==> config.mk <==
export PLATFORM = sky130hd
export DESIGN_NAME = rf_writeback_queue_flat
export DESIGN_NICKNAME = d
export VERILOG_FILES = /design/src/rtl/rf_writeback_queue_if.sv /design/src/rtl/rf_writeback_queue.sv /design/src/flat_wrapper.sv
export SDC_FILE = /design/constraint.sdc
export NUM_CORES = 1
export LEC_CHECK = 0
export BUFFER_PORTS_ARGS = -buffer_cell sky130_fd_sc_hd__buf_2
export CORE_MARGIN = 2
export CORE_UTILIZATION = 55
export CTS_BUF_LIST = sky130_fd_sc_hd__clkbuf_4 sky130_fd_sc_hd__clkbuf_8
export DETAILED_ROUTE_END_ITERATION = 16
export PLACE_DENSITY = 0.79
export SLEW_MARGIN = 20
export SYNTH_ARGS = -nofsm -noshare
export SYNTH_HDL_FRONTEND = slang
export SYNTH_SLANG_ARGS = --single-unit
==> constraint.sdc <==
create_clock -name clk -period 4.9 [get_ports clk]
set_input_delay 0.735 -clock clk [delete_from_list [all_inputs] [get_ports clk]]
set_output_delay 0.735 -clock clk [all_outputs]
set_load 0.05 [all_outputs]
==> src/rtl/rf_writeback_queue_if.sv <==
// Signal bundle between the execute/memory producers, the register file read
// ports and the writeback queue. Clock and reset stay outside the bundle.
interface rf_writeback_queue_if #(
   parameter int unsigned DEPTH = 4,
   parameter int unsigned DW    = 8,
   parameter int unsigned AW    = 2
);
   localparam int unsigned CW = $clog2(DEPTH + 1);

   logic          alu_valid;
   logic [AW-1:0] alu_addr;
   logic [DW-1:0] alu_data;
   logic          ld_valid;
   logic [AW-1:0] ld_addr;
   logic [DW-1:0] ld_data;
   logic [AW-1:0] read_a;
   logic [AW-1:0] read_b;
   logic [DW-1:0] rf_a_data;
   logic [DW-1:0] rf_b_data;
   logic [DW-1:0] fwd_a_data;
   logic [DW-1:0] fwd_b_data;
   logic          write_enable;
   logic [AW-1:0] write_addr;
   logic [DW-1:0] write_data;
   logic          stall;
   logic          overflow;
   logic [CW-1:0] count;

   modport slave (
      input  alu_valid, alu_addr, alu_data, ld_valid, ld_addr, ld_data,
      input  read_a, read_b, rf_a_data, rf_b_data,
      output fwd_a_data, fwd_b_data, write_enable, write_addr, write_data,
      output stall, overflow, count
   );

   modport master (
      output alu_valid, alu_addr, alu_data, ld_valid, ld_addr, ld_data,
      output read_a, read_b, rf_a_data, rf_b_data,
      input  fwd_a_data, fwd_b_data, write_enable, write_addr, write_data,
      input  stall, overflow, count
   );
endinterface

==> src/rtl/rf_writeback_queue.sv <==
// Program-ordered write queue in front of the register file write port: up to two
// pushes (load, then ALU) per cycle, one drain per cycle, with read forwarding.
module rf_writeback_queue #(
   parameter int unsigned DEPTH = 4,
   parameter int unsigned DW    = 8,
   parameter int unsigned AW    = 2
) (
   input logic                  clk,
   input logic                  reset_n,
   rf_writeback_queue_if.slave  bus
);
   localparam int unsigned CW = $clog2(DEPTH + 1);
   localparam int unsigned PW = $clog2(DEPTH);

   logic [AW-1:0] addr_q [DEPTH];
   logic [DW-1:0] data_q [DEPTH];
   logic [PW-1:0] head_q, tail_q, tail_d, alu_slot;
   logic [CW-1:0] count_q, count_d;
   logic          overflow_q;

   logic          pop, ld_acc, alu_acc, drop;
   int unsigned   free_slots;
   logic [DW-1:0] fwd_a, fwd_b;
   logic [PW-1:0] idx;

   // Pointer arithmetic modulo DEPTH; k never exceeds DEPTH-1, so one fold suffices.
   function automatic logic [PW-1:0] wrap_add(input logic [PW-1:0] p, input int unsigned k);
      int unsigned s;
      s = 32'(p) + k;
      if (s >= DEPTH) s = s - DEPTH;
      return PW'(s);
   endfunction

   always_comb begin
      pop        = (count_q != '0);
      free_slots = DEPTH - 32'(count_q) + (pop ? 32'd1 : 32'd0);
      ld_acc     = bus.ld_valid && (free_slots >= 32'd1);
      // The load is older, so it claims a slot before the ALU result does.
      alu_acc    = bus.alu_valid && (free_slots >= (ld_acc ? 32'd2 : 32'd1));
      drop       = (bus.ld_valid && !ld_acc) || (bus.alu_valid && !alu_acc);
      alu_slot   = ld_acc ? wrap_add(tail_q, 1) : tail_q;
      tail_d     = wrap_add(tail_q, 32'(ld_acc) + 32'(alu_acc));
      count_d    = count_q + CW'(ld_acc) + CW'(alu_acc) - CW'(pop);
   end

   always_ff @(posedge clk or negedge reset_n) begin
      if (!reset_n) begin
         for (int i = 0; i < DEPTH; i++) begin
            addr_q[i] <= '0;
            data_q[i] <= '0;
         end
         head_q     <= '0;
         tail_q     <= '0;
         count_q    <= '0;
         overflow_q <= 1'b0;
      end else begin
         if (ld_acc) begin
            addr_q[tail_q] <= bus.ld_addr;
            data_q[tail_q] <= bus.ld_data;
         end
         if (alu_acc) begin
            addr_q[alu_slot] <= bus.alu_addr;
            data_q[alu_slot] <= bus.alu_data;
         end
         if (pop) head_q <= wrap_add(head_q, 1);
         tail_q  <= tail_d;
         count_q <= count_d;
         if (drop) overflow_q <= 1'b1;
      end
   end

   // Walk oldest to youngest so the youngest matching entry wins.
   always_comb begin
      fwd_a = bus.rf_a_data;
      fwd_b = bus.rf_b_data;
      idx   = '0;
      for (int unsigned i = 0; i < DEPTH; i++) begin
         idx = wrap_add(head_q, i);
         if (i < 32'(count_q)) begin
            if (addr_q[idx] == bus.read_a) fwd_a = data_q[idx];
            if (addr_q[idx] == bus.read_b) fwd_b = data_q[idx];
         end
      end
   end

   assign bus.fwd_a_data   = fwd_a;
   assign bus.fwd_b_data   = fwd_b;
   assign bus.write_enable = pop;
   assign bus.write_addr   = addr_q[head_q];
   assign bus.write_data   = data_q[head_q];
   assign bus.stall        = (count_q >= CW'(DEPTH - 1));
   assign bus.overflow     = overflow_q;
   assign bus.count        = count_q;
endmodule

==> src/flat_wrapper.sv <==
// flat-port wrapper written by rule: the top's interface ports become plain ports
module rf_writeback_queue_flat 
#(
   parameter int unsigned DEPTH = 4,
   parameter int unsigned DW    = 8,
   parameter int unsigned AW    = 2
)
  (clk, reset_n, bus_alu_valid, bus_alu_addr, bus_alu_data, bus_ld_valid, bus_ld_addr, bus_ld_data, bus_read_a, bus_read_b, bus_rf_a_data, bus_rf_b_data, bus_fwd_a_data, bus_fwd_b_data, bus_write_enable, bus_write_addr, bus_write_data, bus_stall, bus_overflow, bus_count);
  rf_writeback_queue_if #(.DEPTH(DEPTH), .DW(DW), .AW(AW)) bus_i ();
  input logic clk;
  input logic reset_n;
  input wire logic [$bits(bus_i.alu_valid)-1:0] bus_alu_valid;
  input wire logic [$bits(bus_i.alu_addr)-1:0] bus_alu_addr;
  input wire logic [$bits(bus_i.alu_data)-1:0] bus_alu_data;
  input wire logic [$bits(bus_i.ld_valid)-1:0] bus_ld_valid;
  input wire logic [$bits(bus_i.ld_addr)-1:0] bus_ld_addr;
  input wire logic [$bits(bus_i.ld_data)-1:0] bus_ld_data;
  input wire logic [$bits(bus_i.read_a)-1:0] bus_read_a;
  input wire logic [$bits(bus_i.read_b)-1:0] bus_read_b;
  input wire logic [$bits(bus_i.rf_a_data)-1:0] bus_rf_a_data;
  input wire logic [$bits(bus_i.rf_b_data)-1:0] bus_rf_b_data;
  output wire logic [$bits(bus_i.fwd_a_data)-1:0] bus_fwd_a_data;
  output wire logic [$bits(bus_i.fwd_b_data)-1:0] bus_fwd_b_data;
  output wire logic [$bits(bus_i.write_enable)-1:0] bus_write_enable;
  output wire logic [$bits(bus_i.write_addr)-1:0] bus_write_addr;
  output wire logic [$bits(bus_i.write_data)-1:0] bus_write_data;
  output wire logic [$bits(bus_i.stall)-1:0] bus_stall;
  output wire logic [$bits(bus_i.overflow)-1:0] bus_overflow;
  output wire logic [$bits(bus_i.count)-1:0] bus_count;
  assign bus_i.alu_valid = bus_alu_valid;
  assign bus_i.alu_addr = bus_alu_addr;
  assign bus_i.alu_data = bus_alu_data;
  assign bus_i.ld_valid = bus_ld_valid;
  assign bus_i.ld_addr = bus_ld_addr;
  assign bus_i.ld_data = bus_ld_data;
  assign bus_i.read_a = bus_read_a;
  assign bus_i.read_b = bus_read_b;
  assign bus_i.rf_a_data = bus_rf_a_data;
  assign bus_i.rf_b_data = bus_rf_b_data;
  assign bus_fwd_a_data = bus_i.fwd_a_data;
  assign bus_fwd_b_data = bus_i.fwd_b_data;
  assign bus_write_enable = bus_i.write_enable;
  assign bus_write_addr = bus_i.write_addr;
  assign bus_write_data = bus_i.write_data;
  assign bus_stall = bus_i.stall;
  assign bus_overflow = bus_i.overflow;
  assign bus_count = bus_i.count;
  rf_writeback_queue #(.DEPTH(DEPTH), .DW(DW), .AW(AW)) u_core (.clk(clk), .reset_n(reset_n), .bus(bus_i));
endmodule
; Yosys cells after proc, flatten, opt, wreduce, memory -nomap -nowiden
; Cells that the tools add are included.
[totals]
ff_bits = 48
out_inout_bits = 32
word_cells = 147
[op_classes]
add_sub_neg = 17
order_cmp = 22
eq_ne = 8
mux = 71
bitwise = 7
n_reduce_logical = 10
[ops]
columns = cell, count
row1 = 8-bit two-way mux, 30
row2 = 8-bit binary-select mux with 2-bit select, 5
row3 = 32-bit bitwise mux, 2
row4 = 32-bit two-way mux, 2
row5 = 2-bit two-way mux, 20
row6 = 3-bit greater-or-equal comparator (second input constant), 11
row7 = 32-bit adder, 1
row8 = 8-bit demux with 2-bit select, 2
row9 = 32-bit by 1-bit greater-or-equal comparator with 1-bit output (second input constant), 1
row10 = 32-bit by 3-bit greater-or-equal comparator with 1-bit output (second input constant), 1
row11 = 32-bit greater-or-equal comparator, 1
row12 = 2-bit inverter with 3-bit output, 7
row13 = 2-bit binary-select mux with 2-bit select, 5
row14 = 8-bit bitwise mux, 2
row15 = 2-bit == test, 8
row16 = 2-bit by 1-bit subtractor with 2-bit output (second input constant), 6
row17 = 2-bit demux with 2-bit select, 2
row18 = 2-bit by 1-bit adder with 3-bit output (second input constant), 2
row19 = 2-bit by 2-bit adder with 3-bit output (second input constant), 2
row20 = 3-bit by 1-bit adder with 3-bit output, 2
row21 = 1-bit logical AND, 6
row22 = 1-bit by 3-bit < comparator with 1-bit output (first input constant), 2
row23 = 2-bit by 3-bit < comparator with 1-bit output (first input constant), 2
row24 = 3-bit by 1-bit < comparator with 1-bit output (second input constant), 2
row25 = 10 further kinds, 11

; Depth between registers and ports, before layout
[logic_depth]
ltp_word = 15
depth_mapped = 19
mapped_depth_nobuf = 18

; Worst setup path before layout
; OpenSTA, ideal clock, no wires.
[synth_timing]
path_type = reg-to-reg
from = register u_core.count_q[1] (netlist: u_core.bus.count[1])
to = register u_core.addr_q[4] (netlist bit)
arrival_time_ns = 4.268
setup_slack_ns = 0.507
stages_incl_launch_ff = 18
period_less_slack_ns = 4.393
cell_sequence = dfrtp_1 > inv_1 > ha_1 > nand2_1 > ha_1 > xor2_1 > o31ai_2 > and2_1 > buf_2 > inv_1 > ha_1 > nand2b_1 > a21oi_1 > o21ba_2 > nor2_1 > inv_1 > nor3_2 > mux2_2
[synth_via]
elab_chain_cells = 13
[synth_rtl]
columns = element, line_no
row1 = start: declaration, rf_writeback_queue.sv:18  ; logic [CW-1:0] count_q, count_d;
row2 = start signal: assignment, rf_writeback_queue.sv:67  ; count_q <= count_d;
row3 = 3-bit nonzero test *, rf_writeback_queue.sv:35  ; pop = (count_q != '0);
row4 = named net bus_write_enable, flat_wrapper.sv:24  ; output wire logic [$bits(bus_i.write_enable)-1:0] bus_write_enable;
row5 = 1-bit two-way mux *, rf_writeback_queue.sv:36  ; free_slots = DEPTH - 32'(count_q) + (pop ? 32'd1 : 32'd0);
row6 = 32-bit adder *, rf_writeback_queue.sv:36
row7 = branches (longest 9 deep; another with 32-bit by 1-bit greater-or-equal comparator with 1-bit output), -
row8 = 8-bit two-way mux *, rf_writeback_queue.sv:61  ; if (alu_acc) begin
row9 = end signal: indexed assignment, rf_writeback_queue.sv:58  ; addr_q[tail_q] <= bus.ld_addr;
row10 = end signal: indexed assignment, rf_writeback_queue.sv:62  ; addr_q[alu_slot] <= bus.alu_addr;
row11 = end: declaration, rf_writeback_queue.sv:15  ; logic [AW-1:0] addr_q [DEPTH];
; Mark *: on every way through the listed nets, which the timed path passes.
; A chain may end at the register's enable or synchronous reset.

; Final worst setup path
[layout_timing]
from = register u_core.count_q[1] (netlist: u_core.bus.count[1])
to = register u_core.addr_q[7] (netlist bit)
[layout_via]
elab_chain_cells = 13
[layout_rtl]
columns = element, line_no
row1 = branches (longest 2 deep; another with 3-bit by 3-bit subtractor with 4-bit output), -
row2 = 32-bit adder *, rf_writeback_queue.sv:36
row3 = branches (longest 9 deep; another with 32-bit by 1-bit greater-or-equal comparator with 1-bit output), -
row4 = 8-bit two-way mux *, rf_writeback_queue.sv:61
; Mark *: on every way between the ends.

==> impl_metrics.csv <==
group,metric,value,unit
status,status,"finished clean",
cts,path_clk_slew,90,ps
placed_design,place_congestion,0.8690,
setup_path,cp-start-kind,"register",
drt,drt-wirelength-per-cell,16.86,um
setup_path,crit_slowest_cell,"or3_1",
final_layout,final_cells,609,
final_layout,drive_gt1_share,33.14,%
job,max_cap_violations,0,
synth,synth_flop_cell,"dfrtp_1",
synth,syn_inst,443,
drt,dr.first_iter.drc_count,177,
placed_design,port_buffers,75,
drt,drt.antenna.violating_nets,0,
setup_path,cp_data_required_time,5090,ps
floorplan,ios,76,
placed_design,dp_cells,601,
floorplan,initial_utilization,55.69,%
cts,ctsLongestPathBuffers,2,
synth,synthArstFlopShare,100.0,%
synth,synth_nets,505,
cts,cts.sinks,48,
sta,tns,0,ps
synth,yosys-top-cells-area,"dfrtp_1, mux2_2, mux2i_1, ha_1, a21oi_1",
setup_path,r2r_setup_slack,760,ps
setup_path,cp_top_family,"simple AND/OR/NAND/NOR gates",
drt,drtPass1Iterations,4,
final_layout,seq_area,1202,um2
drt,wirelength,10270,um
final_layout,multi_input_area,2863,um2
sta,rsz0062_at_grt,"no",
synth,ys_top_cells_by_count,"mux2_2, dfrtp_1, mux2i_1",
cts,cts_resized,0,
floorplan,fp.dieW,91.77,um
synth,synth.most_common_cell,"mux2_2",
floorplan,dieHeight,91.77,um
grt,grt_pass1_vias,3334,
grt,grt_max_degree,49,
synth,syn-cell-area,4237,um2
cts,clock_latency,310,ps
drt,via_per_inst,5.810,
cts,cts_setup_buffers,0,
setup_path,crit_buf_inv,3,
synth,synth_edf_count,0,
sta,fin_skew,8.145,ps
sta,drv_slew,0,
sta,period_needed,4143,ps
synth,synth_seq_cells,48,
synth,ys_warn_count,0,
drt,vias,3538,
synth,synth_top_cell_by_area,"dfrtp_1",
placed_design,dp_hpwl,7741,um
final_layout,fin_nets,568,
sta,finalSetupViolCount,0,
drt,drc,0,
cts,cts-htree-levels,2,
setup_path,critPathKind,"reg -> reg",
final_layout,diodes,0,
sta,finalCritPeriodShare,84.55,%
grt,grt_pass1_wl,16460,um
cts,cts_root_buf,"clkbuf_8",
setup_path,max_stage_delay,560,ps
cts,cts_tree,"done",
sta,worst_pin_slew,721.0,ps
floorplan,rows,32,
cts,cts_hold_buf,0,
grt,gr-usage-all-layers,24.14,%
synth,avgSynthCellArea,9.563,um2
sta,fmax,241.4,MHz
placed_design,post-place-ws,784.3,ps
setup_path,cp_max_fo,10,
sta,finalHoldViolCount,0,
setup_path,end_kind,"register",
final_layout,syn_to_final_growth,12.11,%
min_path,hold_path_class,"in -> async",
final_layout,fin_area,4750,um2
grt,grt-ovfl-total,0,
cts,cts_buffers,5,
synth,synth_seq_area_share,28.35,%
final_layout,fillCellCount,644,
setup_path,arrival,4340,ps
setup_path,rr_endpoint,"u_core.addr_q[7]",
setup_path,crit_path_start,"u_core.bus.count[1]",
sta,worst_slew_margin_rel,51.82,%
floorplan,dieArea,8421,um2
grt,antenna_found_initial,0,
synth,synthDominantCellAreaShare,28.35,%
placed_design,placed_cell_area,4654,um2
synth,ys_types,41,
setup_path,rr_startpoint,"u_core.bus.count[1]",
floorplan,core_area,7607,um2
setup_path,worstPathCellList,"inv_1 -> ha_1 -> nand2_1 -> ha_1 -> xor2_1 -> o31ai_2 -> and2_1 -> inv_1 -> ha_1 -> nand2b_1 -> a21oi_1 -> o21ba_2 -> nor2_1 -> inv_1 -> or3_1 -> mux2_2",
sta,layout_setup_ws,757.2,ps
setup_path,r2r_cells,16,
## state kept, by name, indices dropped and copies added (netlist names)
signal	cells
u_core.data_q	32
u_core.head_q	2
u_core.bus.overflow	1
u_core.bus.count	3
u_core.addr_q	8
u_core.tail_q	2
## layer usage
metal / GRT usage (%) / share of wire (%) / vias up
li1: - / - / 1746
met1: 35.13 / 49 / 1689
met2: 38.30 / 46 / 94
met3: 2.794 / 4.0 / 9
met4: 6.468 / 1.2 / 0
met5: 0 / 0 / -
## stage by stage
step / util [%] / hold WS, ps
floorplan: - / 439.4
global placement: 61.18 / 446.5
detailed placement: 61.18 / 450.8
CTS: 62.40 / 471.2
global route: 62.43 / 471.9
finish: 62.43 / 434.9
## logic make-up after synthesis
kind of cell | synth area share, %
and+or+nand+nor | 12.88
muxes | 29.74
AOI/OAI and AO/OA | 14.62
DFF | 28.35
buffers and inverters | 4.223
xor gates and xnor gates | 4.341
adders and majority gates | 5.848
## how the worst max path moves through the flow
stage	to	slack (ps)	cells past startpoint
finish	u_core.addr_q[7]	760	16
global route	u_core.addr_q[7]	400	16
CTS	u_core.addr_q[7]	740	16
detailed placement	u_core.addr_q[7]	780	16
global placement	u_core.data_q[29]	940	16
floorplan	u_core.addr_q[4]	510	17
## placed cells by master, fill, tap and decap left out, types with 5 or more instances in the layout
cell | Yosys | layout
a21oi_1 | 28 | 28
and2_1 | 9 | 9
buf_2 | 8 | 74
buf_4 | 1 | 5
clkbuf_8 | 0 | 5
dfrtp_1 | 48 | 47
ha_1 | 15 | 15
inv_1 | 14 | 14
mux2_2 | 64 | 64
mux2i_1 | 40 | 40
mux4_2 | 5 | 5
nand2_1 | 36 | 36
nor2_1 | 34 | 34
nor2b_1 | 9 | 9
nor3_1 | 8 | 8
o21ai_0 | 19 | 19
o221ai_1 | 16 | 16
o22ai_1 | 16 | 16
o31a_1 | 8 | 8
xnor2_1 | 11 | 11
xor2_1 | 10 | 10
## area by class of cell
class,instances,area share (%)
well taps,102,2.687
clock buffers,5,1.449
clock inverters,3,0.5005
inverters,15,1.185
flip-flops and latches,48,25.32
multi-input cells,357,60.27
repair buffers,79,8.588
Power is not shown: default switching activity piles up to over one toggle a cycle in this logic, so the estimate is an artifact.
